$ cat src/rtl/uart_rx.sv
// -----------------------------------------------------------------------------
// uart_rx : asynchronous serial receiver, 8N1, LSB first.
//
// Receives frames on rx and presents each correctly framed byte on po_data with
// a one-cycle po_flag strobe. These two outputs connect directly to a
// transmitter's pi_data/pi_flag. If the stop bit is sampled low, the byte is
// dropped and frame_err pulses for one cycle.
//
// Parameters
//   UART_BPS   line baud rate
//   CLK_FREQ   clk frequency in Hz (CLK_FREQ/UART_BPS must lie in 4..65535)
//
// Ports
//   clk        system clock
//   rst        synchronous reset, active high
//   rx         serial input, asynchronous to clk, idle high
//   po_data    last correctly framed byte, held until the next good frame
//   po_flag    one-cycle strobe: po_data updated this cycle
//   frame_err  one-cycle strobe: stop bit sampled low, byte discarded
//
// Build option
//   RX_MAJORITY_EN : when defined, each bit is the 2-of-3 majority of the
//                    synchronised line at baud_cnt MID-1, MID and MID+1.
//                    Decisions move to MID+1, one cycle later than the
//                    default single sample at MID.
// -----------------------------------------------------------------------------
module uart_rx #(
   parameter int UART_BPS = 9600,
   parameter int CLK_FREQ = 50_000_000
) (
   input  logic       clk,
   input  logic       rst,
   input  logic       rx,
   output logic [7:0] po_data,
   output logic       po_flag,
   output logic       frame_err
);

   localparam int          BAUD_CNT_MAX = CLK_FREQ / UART_BPS;
   localparam logic [15:0] BAUD_LAST    = 16'(BAUD_CNT_MAX - 1);
   localparam logic [15:0] MID          = 16'(BAUD_CNT_MAX / 2 - 1);

   typedef enum logic [1:0] {
      IDLE  = 2'd0,
      START = 2'd1,
      DATA  = 2'd2,
      STOP  = 2'd3
   } state_t;

   state_t      state_r;
   logic        rx_s1_r;
   logic        rx_s2_r;
   logic        rx_s3_r;
   logic [15:0] baud_cnt_r;
   logic [2:0]  bit_cnt_r;
   logic [7:0]  shift_r;
   logic        fall_s;
   logic        tick_s;
   logic        bit_s;

`ifdef RX_MAJORITY_EN
   localparam logic [15:0] MID_M1 = MID - 16'd1;
   localparam logic [15:0] MID_P1 = MID + 16'd1;

   logic maj_a_r;
   logic maj_b_r;

   // 2-of-3 vote used to reject a single-cycle glitch at the sample point
   function automatic logic maj3(input logic a, input logic b, input logic c);
      return (a & b) | (a & c) | (b & c);
   endfunction

   // Capture the two early votes; the third is the live value at MID+1
   always_ff @(posedge clk) begin
      if (rst) begin
         maj_a_r <= 1'b1;
         maj_b_r <= 1'b1;
      end else begin
         if (baud_cnt_r == MID_M1) maj_a_r <= rx_s2_r;
         else                      maj_a_r <= maj_a_r;
         if (baud_cnt_r == MID)    maj_b_r <= rx_s2_r;
         else                      maj_b_r <= maj_b_r;
      end
   end
`endif

   // Two-flop synchroniser plus one delayed copy for falling-edge detection
   always_ff @(posedge clk) begin
      if (rst) begin
         rx_s1_r <= 1'b1;
         rx_s2_r <= 1'b1;
         rx_s3_r <= 1'b1;
      end else begin
         rx_s1_r <= rx;
         rx_s2_r <= rx_s1_r;
         rx_s3_r <= rx_s2_r;
      end
   end

   // Edge detect, decision point and bit value for the current bit period
   always_comb begin
      fall_s = rx_s3_r & ~rx_s2_r;
      tick_s = 1'b0;
      bit_s  = rx_s2_r;
`ifdef RX_MAJORITY_EN
      tick_s = (baud_cnt_r == MID_P1);
      bit_s  = maj3(maj_a_r, maj_b_r, rx_s2_r);
`else
      tick_s = (baud_cnt_r == MID);
`endif
   end

   // Receive FSM with baud/bit counters and registered output strobes
   always_ff @(posedge clk) begin
      if (rst) begin
         state_r    <= IDLE;
         baud_cnt_r <= 16'd0;
         bit_cnt_r  <= 3'd0;
         shift_r    <= 8'h00;
         po_data    <= 8'h00;
         po_flag    <= 1'b0;
         frame_err  <= 1'b0;
      end else begin
         po_flag   <= 1'b0;
         frame_err <= 1'b0;

         // The counter is held at zero in IDLE, so entry to START always begins at 0
         if (state_r == IDLE)              baud_cnt_r <= 16'd0;
         else if (baud_cnt_r == BAUD_LAST) baud_cnt_r <= 16'd0;
         else                              baud_cnt_r <= baud_cnt_r + 16'd1;

         case (state_r)
            IDLE: begin
               if (fall_s) state_r <= START;
               else        state_r <= IDLE;
            end
            START: begin
               // A line that is high again at mid-start was a glitch: drop it silently
               if (tick_s) begin
                  if (!bit_s) begin
                     state_r   <= DATA;
                     bit_cnt_r <= 3'd0;
                  end else begin
                     state_r <= IDLE;
                  end
               end else begin
                  state_r <= START;
               end
            end
            DATA: begin
               if (tick_s) begin
                  shift_r <= {bit_s, shift_r[7:1]};
                  if (bit_cnt_r == 3'd7) begin
                     state_r <= STOP;
                  end else begin
                     bit_cnt_r <= bit_cnt_r + 3'd1;
                  end
               end else begin
                  state_r <= DATA;
               end
            end
            STOP: begin
               // Leave at mid-stop so a back-to-back start edge is not missed
               if (tick_s) begin
                  if (bit_s) begin
                     po_data <= shift_r;
                     po_flag <= 1'b1;
                  end else begin
                     frame_err <= 1'b1;
                  end
                  state_r <= IDLE;
               end else begin
                  state_r <= STOP;
               end
            end
            default: begin
               state_r <= IDLE;
            end
         endcase
      end
   end

endmodule

$ cat config.mk
export PLATFORM = sky130hd
export DESIGN_NAME = uart_rx
export DESIGN_NICKNAME = d
export VERILOG_FILES = /design/src/rtl/uart_rx.sv
export SDC_FILE = /design/constraint.sdc
export NUM_CORES = 1
export LEC_CHECK = 0
export BUFFER_PORTS_ARGS = -buffer_cell sky130_fd_sc_hd__buf_4
export CORE_UTILIZATION = 39
export CTS_CLUSTER_DIAMETER = 50
export DETAILED_ROUTE_END_ITERATION = 7
export PLACE_DENSITY = 0.63
export SYNTH_ARGS = -nofsm -noshare
export SYNTH_HDL_FRONTEND = slang
export SYNTH_SLANG_ARGS = --single-unit
export TNS_END_PERCENT = 30
$ cat constraint.sdc
create_clock -name clk -period 1.76 [get_ports clk]
set_input_delay 0.176 -clock clk [delete_from_list [all_inputs] [get_ports clk]]
set_output_delay 0.176 -clock clk [all_outputs]
set_load 0.02 [all_outputs]
### Yosys cells after proc, flatten, opt, wreduce, memory -nomap -nowiden

Cells that the tools add are included.
W data, S select, Z words.

* register bits: 42
* input bits: 3

* add/sub/neg operators: 2
* eq/ne operators: 11
* muxes and demuxes: 14
* bitwise gates (word level): 4
* reductions and logical operators: 7

Operators with widths (number)
* $add A16 B1 Y16 const B: 1
* $eq A16 B12 Y1 const B: 1
* $eq A16 B13 Y1 const B: 1
* $mux W3: 4
* $mux W2: 5
* $ne A2 B2 Y1 const B: 4
* $pmux W2 S4: 1
* $pmux W3 S2: 1
* $reduce_or A3 Y1: 2
* $reduce_and A5 Y1: 1
* $eq A2 B2 Y1 const B: 2
* $add A3 B1 Y3 const B: 1
* $eq A3 B3 Y1 const B: 1
* $mux W1: 3
* $ne A3 B3 Y1 const B: 1
* $not A1 Y1: 3
* $reduce_and A3 Y1: 1
* $eq A2 B1 Y1 const B: 1
* $logic_not A2 Y1: 1
* $reduce_and A2 Y1: 1
* $reduce_bool A2 Y1: 1
* $and A1 B1 Y1: 1

### Longest topological paths before layout

* word-level depth: 4
* gate-level depth with buffers: 6
* depth with buffers taken out: 6

### Worst setup path before layout

No wires, ideal clock.

* path type: reg-to-reg
* from: reg baud_cnt_r[8]
* to: reg state_r[1]
* library setup time: 0.130 ns
* data arrival time: 1.565 ns
* path slack: 0.065 ns
* cell stages (with the launch flop): 5
* path buffers: 0
* clock period less this slack: 1.695 ns
* path through: dfxtp_1 -> or4_4 -> or4_4 -> o21ai_1 -> a21oi_1

* longest elaborated chain between the ends: 3
* elaborated cells on any way between the ends: 6
* those cells by class: eq/ne (2); mux (4)

RTL lines
* from (decl): RTL line 54 `logic [15:0] baud_cnt_r;`
* from (signal assigned): RTL line 130 `else baud_cnt_r <= baud_cnt_r + 16'd1;`
* $eq A16 B12 Y1 (*): RTL line 109 `tick_s = (baud_cnt_r == MID);`
* $mux W2, on equally long branches: RTL line 164, 139, 151
* $pmux W2 S4: RTL line 132 `case (state_r)`
* to (signal assigned): RTL line 116 `state_r <= IDLE;`
* to (signal assigned): RTL line 134 `if (fall_s) state_r <= START;`
* to (signal assigned): RTL line 135 `else state_r <= IDLE;`
* to (decl): RTL line 50 `state_t state_r;`

Every way passes the cells marked *; elsewhere a longest branch is shown, timed or not.
A chain may end at the register's enable or synchronous reset.

### Worst setup path after layout

Same ends and word-level chain as after synthesis.

==> metrics.md <==
| Metric | Value |
|---|---|
| Status | `complete, but fails checks` |
| Failing checks | `DRC` |
| Largest area contributor in the netlist | `dfxtp_1` |
| CTS Root Cell | `clkbuf_8` |
| P_int | `1.26 mW` |
| Wirelength per Cell | `approximately 13 um` |
| Setup_tns | `0 ps` |
| Final setup fails | `0` |
| Crit path launch type | `flop` |
| Tot GR Track Use | `0.155` |
| Hold Crit Class | `in2reg` |
| Top cells by area, synth | `dfxtp_1 46%, mux2i_1 8.7%, nand2b_1 5.8%` |
| Gr ovfl total | `0` |
| Vias in the first global route | `1307` |
| Cells after synthesis | `a little under 200` |
| WP data arrival | `approximately 1900 ps` |
| Routed vias | `approximately 1400` |
| Final Slew Violations | `0` |
| Area fraction of the dominant cell type after synthesis | `0.457` |
| Commonest non-fill, non-tap cell in the layout | `dfxtp_1` |
| Fraction of layout cells with a size suffix above 1 | `0.203` |
| R2R cell count | `4` |
| Slew @ Worst Pin | `~360 ps` |
| Die X | `roughly 71 um` |
| Std-Cell Rows | `24` |
| Worst path required time | `1940 ps` |
| Hold_sp | `rx` |
| Peak VDD IR | `0.000473 V` |
| Max frequency | `just under 0.6 GHz` |
| Worst-skew pair later-pin latency | `300 ps` |
| PortBufs | `12` |
| Element type at the critical path end | `flop` |
| Antenna cell count | `0` |
| Reg clk slew, reported paths | `90 ps` |
| Final Core Density | `0.493` |
| Final HPWL DP | `~2400 um` |
| Drt total wl | `3400 um` |
| Synth async-reset ratio | `0` |
| Switching portion of total power | `0.234` |
| Hold EP | `rx_s1_r` |
| ANT nets after route | `0` |
| DRT iter0 DRCs | `78` |
| Starting density of the core | `0.414` |
| Cts repair resizes | `0` |
| Via-to-Cell Ratio | `approximately 5.2` |
| Syn nets | `a little under 200` |
| Distinct cell type count after synthesis | `35` |
| Final net count | `between 200 and 250` |
| Worst path slowest cell | `or4_4` |
| Post-CTS Setup Inserts | `0` |
| Clock buffer depth | `2` |
| Pwr Density | `749 nW/um2` |
| Part of the cycle the worst path needs | `0.985` |
| Core box area | `~4400 um2` |
| Hold Path Depth | `2` |
| Sequential share of power | `0.584` |
| Syn_area_per_cell | `9.54 um2` |
| Initial antenna violation count | `0` |
| GPL Wtd Cong | `0.857` |
| Final Hold Viols | `0` |
| P_leak | `approximately 0.82 nW` |
| Critical path type | `reg2reg` |
| Die Height | `70.7 um` |
| Post-synthesis sequential area ratio | `0.457` |
| Cts hold-fix bufs | `0` |
| Most frequent CP cell | `or4_4` |
| CP delay by family, top | `simple AND/OR/NAND/NOR gates` |
| Most frequent cells in the layout | `42 x dfxtp_1, 25 x buf_4, 22 x nor2_1` |
| Clock skew | `roughly 5.4 ps` |
| Fin crit period | `about 1700 ps` |
| Max FO, Critical Path | `3` |
| CP Cell Sequence | `or4_4 -> or4_4 -> o21ai_1 -> a21oi_1` |
| Largest net degree at the start of global routing | `28` |
| Num CTS Buffers | `5` |
| Reg2Reg Setup Slack | `between 20 and 30 ps` |
| Slew HR | `0.756` |
| Gate power share | `0.022` |
| MaxCap Viol Count | `0` |
| First-pass GRT wire length | `6060 um` |
| Area growth syn-to-layout | `19.1%` |
| Clock share of power | `0.394` |
| Die area | `between 4000 and 5000 um2` |
| I/O pin cnt | `13` |
| Flops & latches, synth | `42` |
| First-pass DRT Iterations | `6` |
| Critical path depth | `4` |
| Synthesized area | `between 1500 and 2000 um2` |
| CTS tree | `built` |
| CTS H-tree depth | `2` |
| Clk sinks | `42` |
| Delay of the slowest critical-path stage | `~560 ps` |
| Syn. warnings | `0` |
| RR Endpoint | `state_r[1]` |
| Worst r2r src | `baud_cnt_r[8]` |
| Top FF cell, synth | `dfxtp_1` |
| RSZ-0062 raised after global routing | `yes` |
| Residual DRC count | `2` |
| CP Buf/Inv Count | `0` |
| NetSw | `between 0.3 and 0.4 mW` |
| Post-synth EDFFs | `0` |
area by class of cell:
class	instances	area [um2]
Fill cell	426	2250
Multi-Input combinational cell	138	957
Sequential cell	42	841
Timing Repair Buffer	27	228
Clock buffer	5	68.8
Tap cell	52	65.1
Clock inverter	3	25.0
Inverter	2	7.51
routing by layer:
layer  wire length, um  global-route usage  vias up
li1                  -                   -      724
met1              1730               0.212      654
met2              1490               0.228       25
met3               134              0.0427        5
met4                53              0.0667        0
met5                 0                   0        -
synthesized netlist by cell type, drive strengths merged, types with 3 or more instances:
cell / count
clkbuf: 9
dfxtp: 42
ha: 3
mux2i: 16
nand2: 6
nand2b: 17
nand3: 8
nand4: 8
nor2: 23
nor3: 6
nor4: 7
o2bb2ai: 3
or2: 4
or3: 3
xnor2: 10
xor2: 4
worst reg2reg max path: stages (launching register included):
cell and delay [ps]:
dfxtp_1 320, or4_4 560, or4_4 520, o21ai_1 150, a21oi_1 70
per-stage QoR:
step	hold slack (ps)	worst slack, ps	power, mW	std cells	cell area, um2
2_1_floorplan	280	64.5	1.00	193	1840
3_3_place_gp	363	33.3	1.02	261	2090
3_5_place_dp	364	40.0	1.02	261	2090
4_1_cts	45.9	24.2	1.66	269	2180
5_1_grt	42.1	-34.0	1.72	269	2190
6_report	54.6	26.6	1.64	269	2190
how the worst max path moves through the flow:
stage,from,end
after floorplan,baud_cnt_r[8],state_r[1]
after global placement,baud_cnt_r[8],bit_cnt_r[2]
after detailed placement,baud_cnt_r[8],bit_cnt_r[2]
after CTS,baud_cnt_r[8],bit_cnt_r[2]
after global routing,baud_cnt_r[8],state_r[1]
final,baud_cnt_r[8],state_r[1]
power groups by stage:
| stage | Clock, mW | Combinational [mW] | Sequential, mW |
|---|---|---|---|
| after floorplan | 0 | 0.0261 | 0.978 |
| after global placement | 0 | 0.0360 | 0.982 |
| after detailed placement | 0 | 0.0357 | 0.982 |
| after CTS | 0.669 | 0.0360 | 0.959 |
| after global routing | 0.720 | 0.0408 | 0.961 |
| final | 0.647 | 0.0358 | 0.959 |
cells by family after synthesis:
family,synth area share
compound gates,0.0422
fa+ha+maj,0.0204
simple gates,0.299
mux,0.0870
xor+xnor,0.0666
flops,0.457
buf+inv,0.0279
flip-flops by register name, indices dropped and copies added, names as in the netlist, 2 cells and up:
signal      cells
baud_cnt_r     16
po_data         8
shift_r         8
bit_cnt_r       3
state_r         2
Power figures use the tool's default switching activity.
